==> src/rtl/debounce_pkg.sv <==
// Shared constants and sizing helper for the multi-channel switch debouncer.
package debounce_pkg;

    localparam int DEF_STABLE_CYCLES = 4;
    localparam int DEF_HOLD_CYCLES   = 16;
    localparam int DEF_SYNC_STAGES   = 2;

    // Bits needed to hold 0..max_val; never returns 0 so a count of 1 still gets a real flop.
    function automatic int cnt_width(input int max_val);
        return (max_val < 1) ? 1 : $clog2(max_val + 1);
    endfunction

endpackage

==> src/rtl/debounce_chan.sv <==
// One debouncer channel: synchroniser, stability filter, registered edge pulses
// and an optional long-press pulse.
module debounce_chan
    import debounce_pkg::*;
#(
    parameter int STABLE_CYCLES = DEF_STABLE_CYCLES,
    parameter int HOLD_CYCLES   = DEF_HOLD_CYCLES,
    parameter int SYNC_STAGES   = DEF_SYNC_STAGES
) (
    input  logic i_clk,
    input  logic i_rst_n,
    input  logic i_raw,
    output logic o_level,
    output logic o_rise,
    output logic o_fall,
    output logic o_hold
);

    localparam int CNT_W = cnt_width(STABLE_CYCLES);
    localparam logic [CNT_W-1:0] CNT_LAST = CNT_W'(STABLE_CYCLES - 1);
    localparam logic [CNT_W-1:0] CNT_ONE  = CNT_W'(1);

    logic [SYNC_STAGES-1:0] r_sync;
    logic [CNT_W-1:0]       r_cnt;
    logic                   r_level;
    logic                   r_rise;
    logic                   r_fall;

    logic w_s;
    logic w_diff;
    logic w_flip;

    assign w_s    = r_sync[SYNC_STAGES-1];
    assign w_diff = (w_s != r_level);
    assign w_flip = w_diff && (r_cnt == CNT_LAST);

    // Any agreement between the synchronised input and the level restarts the count.
    always_ff @(posedge i_clk or negedge i_rst_n) begin
        if (!i_rst_n) begin
            r_sync  <= '0;
            r_cnt   <= '0;
            r_level <= 1'b0;
            r_rise  <= 1'b0;
            r_fall  <= 1'b0;
        end else begin
            r_sync <= {r_sync[SYNC_STAGES-2:0], i_raw};
            r_rise <= w_flip && w_s;
            r_fall <= w_flip && !w_s;
            if (!w_diff || w_flip) begin
                r_cnt <= '0;
            end else begin
                r_cnt <= r_cnt + CNT_ONE;
            end
            if (w_flip) begin
                r_level <= w_s;
            end
        end
    end

    assign o_level = r_level;
    assign o_rise  = r_rise;
    assign o_fall  = r_fall;

    generate
        if (HOLD_CYCLES > 0) begin : g_hold
            localparam int HCNT_W = cnt_width(HOLD_CYCLES);
            localparam logic [HCNT_W-1:0] HCNT_MAX = HCNT_W'(HOLD_CYCLES);
            localparam logic [HCNT_W-1:0] HCNT_PRE = HCNT_W'(HOLD_CYCLES - 1);
            localparam logic [HCNT_W-1:0] HCNT_ONE = HCNT_W'(1);

            logic [HCNT_W-1:0] r_hcnt;
            logic              r_hold;
            logic              w_falling;

            assign w_falling = w_flip && !w_s;

            // Saturating at HCNT_MAX gives at most one hold pulse per press.
            always_ff @(posedge i_clk or negedge i_rst_n) begin
                if (!i_rst_n) begin
                    r_hcnt <= '0;
                    r_hold <= 1'b0;
                end else begin
                    r_hold <= r_level && !w_falling && (r_hcnt == HCNT_PRE);
                    if (!r_level || w_falling) begin
                        r_hcnt <= '0;
                    end else if (r_hcnt != HCNT_MAX) begin
                        r_hcnt <= r_hcnt + HCNT_ONE;
                    end
                end
            end

            assign o_hold = r_hold;
        end else begin : g_no_hold
            assign o_hold = 1'b0;
        end
    endgenerate

endmodule

==> src/rtl/debounce_multi.sv <==
// Bank of independent switch debouncers, one debounce_chan per raw input.
module debounce_multi
    import debounce_pkg::*;
#(
    parameter int NUM_CH        = 4,
    parameter int STABLE_CYCLES = DEF_STABLE_CYCLES,
    parameter int HOLD_CYCLES   = DEF_HOLD_CYCLES,
    parameter int SYNC_STAGES   = DEF_SYNC_STAGES
) (
    input  logic              clk_i,
    input  logic              rst_ni,
    input  logic [NUM_CH-1:0] raw_sig_i,
    output logic [NUM_CH-1:0] debounce_sig_o,
    output logic [NUM_CH-1:0] rise_o,
    output logic [NUM_CH-1:0] fall_o,
    output logic [NUM_CH-1:0] hold_o
);

    genvar g;
    generate
        for (g = 0; g < NUM_CH; g++) begin : g_chan
            debounce_chan #(
                .STABLE_CYCLES (STABLE_CYCLES),
                .HOLD_CYCLES   (HOLD_CYCLES),
                .SYNC_STAGES   (SYNC_STAGES)
            ) u_chan (
                .i_clk   (clk_i),
                .i_rst_n (rst_ni),
                .i_raw   (raw_sig_i[g]),
                .o_level (debounce_sig_o[g]),
                .o_rise  (rise_o[g]),
                .o_fall  (fall_o[g]),
                .o_hold  (hold_o[g])
            );
        end
    endgenerate

endmodule

==> config.mk <==
export PLATFORM = sky130hd
export DESIGN_NAME = debounce_multi
export DESIGN_NICKNAME = d
export VERILOG_FILES = /design/src/rtl/debounce_pkg.sv /design/src/rtl/debounce_chan.sv /design/src/rtl/debounce_multi.sv
export SDC_FILE = /design/constraint.sdc
export NUM_CORES = 1
export LEC_CHECK = 0
export ABC_AREA = 0
export CAP_MARGIN = 20
export CORE_UTILIZATION = 35
export CTS_CLUSTER_SIZE = 24
export DETAILED_ROUTE_END_ITERATION = 7
export HOLD_SLACK_MARGIN = 0.05
export SYNTH_ARGS = -nofsm -noshare
export SYNTH_HDL_FRONTEND = slang
export SYNTH_SLANG_ARGS = --single-unit
==> constraint.sdc <==
create_clock -name clk_i -period 2.8 [get_ports clk_i]
set_input_delay 0.28 -clock clk_i [delete_from_list [all_inputs] [get_ports clk_i]]
set_output_delay 0.28 -clock clk_i [all_outputs]
set_load 0.005 [all_outputs]
==> flow_summary_export.csv <==
group,metric,value,unit
run_status,status,"complete, no violations",
sta,max_freq,640.1,MHz
setup_path,start_kind,"flop",
synth,netlist_area,2457,um2
synth,synth-warning-count,0,
setup_path,rr_worst_depth,5,
place,place_hpwl,2278,um
synth,synth_seq_area_share,0.5703,
global_routing,overflow,0,
route,first_pass_iters,4,
finish,nNetsFinal,252,
setup_path,cp_slowest_cell,"clkdlybuf4s50_1",
global_routing,grt_max_degree,42,
cts,hold_buffers,0,
power,switching_power,643.6,uW
synth,avgSynthCellArea,11.59,um2
floorplanning,ios,22,
sta,tns,0,ps
sta,tightest_slew,894.8,ps
power,leakage,1.267,nW
setup_path,crit_path_cell_trace,"clkdlybuf4s50_1",
power,power_per_cell_area,763.4,nW/um2
sta,finalCriticalPeriod,1562,ps
synth,synth_top_area_frac,0.5703,
floorplanning,die_x,85.79,um
cts,clk_pin_slew,100,ps
cts,clock_sinks,56,
global_routing,grt_pass1_vias,1253,
sta,hold_viol_final,0,
route,wl,3174,um
setup_path,reg2reg_to,"g_chan[2].u_chan.g_hold.r_hcnt[3]$_DFFE_PN0P_",
cts,cts_root_buf,"clkbuf_8",
power,total_power,2.129,mW
sta,rsz0062_at_grt,"no",
floorplanning,dieArea,7360,um2
setup_path,r2r-start,"g_chan[2].u_chan.r_cnt[0]$_DFF_PN0_",
synth,syn_inst,212,
route,ant_nets,0,
sta,report.final.slew_viol_count,0,
sta,setup_viol,0,
sta,finClkSkew,10.07,ps
global_routing,grt_use_total,0.09598,
setup_path,required,2520,ps
synth,synth_top_cell_by_area,"dfrtp_1",
power,p_int,1.485,mW
power,pwr-share-comb,0.251,
global_routing,antenna_found_initial,0,
route,viasPerCell,4.211,
synth,synth_edf_count,0,
job,drv_cap,0,
place,port_buffers,21,
synth,synth_area_leaders,"dfrtp_1 (57%), ha_1 (10%), buf_4 (4.9%), inv_1 (4.6%), nor2_1 (3.7%)",
power,sw_frac_of_total,0.3023,
route,drt_iter0_markers,38,
floorplanning,row_count,30,
place,gp_congestion,0.7375,
setup_path,critPathMaxStageDelay,530,ps
setup_path,ff2ff_setup_slack,1410,ps
setup_path,path_max_fanout,6,
sta,fin_crit_sh,0.5579,
route,drc_errors,0,
power,vdd.ir_drop.worst,0.3325,mV
sta,max_slew_margin,0.4035,
synth,ys_ff_latch,56,
cts,ctsResizeCount,0,
synth,synth_cell_types,19,
finish,antenna_cells,0,
synth,synth_most_common_cell,"dfrtp_1",
power,p_clk_frac,0.242,
global_routing,grt_pass1_wl,5554,um
cts,cts.htree.levels,2,
route,avgRoutedWirePerCell,9.827,um
cts,cts_buffer_depth,2,
synth,synth_ff_type,"dfrtp_1",
finish,drive_above_1_share,0.08370,
floorplanning,die_h,85.79,um
setup_path,crit_buf_inv,1,
setup_path,path_class,"reg -> out",
cts,clkLatencyLatePin,300,ps
finish,final_util,0.4105,
hold_path,hold_class,"in -> async",
setup_path,critical-path-top-delay-family,"buffers and inverters",
setup_path,endpoint_kind,"output pin",
cts,postCtsSetupBuffers,0,
cts,cts_buffers,5,
floorplanning,initial_core_util,0.3617,
synth,async_flop_share,1.000,
synth,syn_nets,238,
synth,synth_common_cells,"dfrtp_1 (56), inv_1 (30), nor2_1 (24), ha_1 (20), buf_4 (16)",
finish,area_delta_synth_final,13.49,%
route,vias,1360,
power,seqPwrFrac,0.507,
cts,cts_tree,"done",
floorplanning,core-area,6794,um2
setup_path,worstPathArrival,1280,ps
finish,fillers,639,
-- worst max path at each step --
stage / startpoint / end / slack [ps] / cells after the start
final: g_chan[3].u_chan.o_level$_DFFE_PN0P_ / debounce_sig_o[3] / 1240 / 1
after global placement: g_chan[3].u_chan.r_cnt[0]$_DFF_PN0_ / g_chan[3].u_chan.g_hold.r_hcnt[2]$_DFFE_PN0P_ / 1410 / 5
after global routing: g_chan[3].u_chan.o_level$_DFFE_PN0P_ / debounce_sig_o[3] / 1170 / 1
after detailed placement: g_chan[2].u_chan.r_cnt[0]$_DFF_PN0_ / g_chan[2].u_chan.g_hold.r_hcnt[3]$_DFFE_PN0P_ / 1380 / 5
after CTS: g_chan[3].u_chan.o_level$_DFFE_PN0P_ / debounce_sig_o[3] / 1210 / 1
after floorplan: g_chan[3].u_chan.r_cnt[0]$_DFF_PN0_ / g_chan[3].u_chan.g_hold.r_hcnt[2]$_DFFE_PN0P_ / 1560 / 5
-- metrics by stage --
stage / cell area, um2 / worst slack [ps] / hold slack [ps] / instances
CTS: 2789 / 1215 / 124.6 / 323
global route: 2789 / 1166 / 160.1 / 323
floorplan: 2457 / 1556 / -15.59 / 212
detailed placement: 2678 / 1381 / 334.7 / 315
finish: 2789 / 1238 / 95.31 / 323
global placement: 2678 / 1410 / 333.8 / 315
-- cell type report --
class	instances	area (um2)	share of cell area
flip-flops and latches	56	1401	0.5025
multi-input cells	110	823.3	0.2952
repair buffers	23	220.2	0.07896
well taps	96	120.1	0.04307
inverters	30	112.6	0.04038
clock buffers	5	68.82	0.02467
clock inverters	3	42.54	0.01525
-- cell families (layout without fill, tap and decap cells) --
| kind of cell | count (synthesis) | after routing | share of synthesized area |
|---|---|---|---|
| mux | 6 | 6 | 0.02546 |
| xor+xnor | 16 | 16 | 0.05703 |
| fa+ha+maj | 20 | 20 | 0.1018 |
| compound gates | 10 | 10 | 0.02037 |
| flops | 56 | 56 | 0.5703 |
| buf+inv | 46 | 61 | 0.09471 |
| simple gates | 58 | 58 | 0.1303 |
-- cells in the final DEF (no fill, tap or decap) --
cell / Yosys / layout
mux2_2: 2 / 2
and4bb_4: 4 / 4
o21ai_0: 2 / 2
clkbuf_8: 0 / 5
bufinv_16: 0 / 1
clkinv_2: 0 / 1
buf_2: 0 / 1
a21oi_1: 4 / 4
clkdlybuf4s50_1: 0 / 20
and3_2: 2 / 2
clkinvlp_4: 0 / 1
inv_1: 30 / 30
nand2_1: 6 / 6
mux2i_1: 4 / 4
xnor2_1: 8 / 8
ha_1: 20 / 20
nor3b_1: 4 / 4
and3_1: 6 / 6
buf_4: 16 / 2
xor2_1: 8 / 8
o21ai_1: 4 / 4
nor2_1: 24 / 24
nor3_1: 8 / 8
nand3_1: 4 / 4
dfrtp_1: 56 / 56
-- sequential cells by signal, indices dropped and copies added (netlist names) --
| signal | cells |
|---|---|
| g_chan.u_chan.o_level | 4 |
| g_chan.u_chan.r_sync | 8 |
| g_chan.u_chan.r_cnt | 12 |
| g_chan.u_chan.o_fall | 4 |
| g_chan.u_chan.o_hold | 4 |
| g_chan.u_chan.g_hold.r_hcnt | 20 |
| g_chan.u_chan.o_rise | 4 |
-- power by group through the flow --
stage | Combinational, mW | Sequential [mW] | Clock (mW)
CTS | 0.550 | 1.08 | 0.544
global route | 0.625 | 1.10 | 0.575
detailed placement | 0.547 | 1.10 | 0
finish | 0.534 | 1.08 | 0.515
floorplan | 0.415 | 1.07 | 0
global placement | 0.533 | 1.10 | 0
-- layer usage --
metal	vias to the layer above	track usage	routed length (um)	share of wire
met5	-	0	0	0
met3	6	0.02887	74	0.023
met2	17	0.1433	1423	0.45
li1	684	-	-	-
met4	0	0.03636	61	0.019
met1	653	0.1319	1614	0.51
-- worst reg2reg max path: cells and delay by family, from the launching register on --
kind                     cells  cell delay, ps
adder cells (fa/ha/maj)      2             310
AND/OR/NAND/NOR              1             120
AO/OA/AOI/OAI                1             390
flip-flops                   1             360
buffers and inverters        1              90
Power figures use the tool's default switching activity.
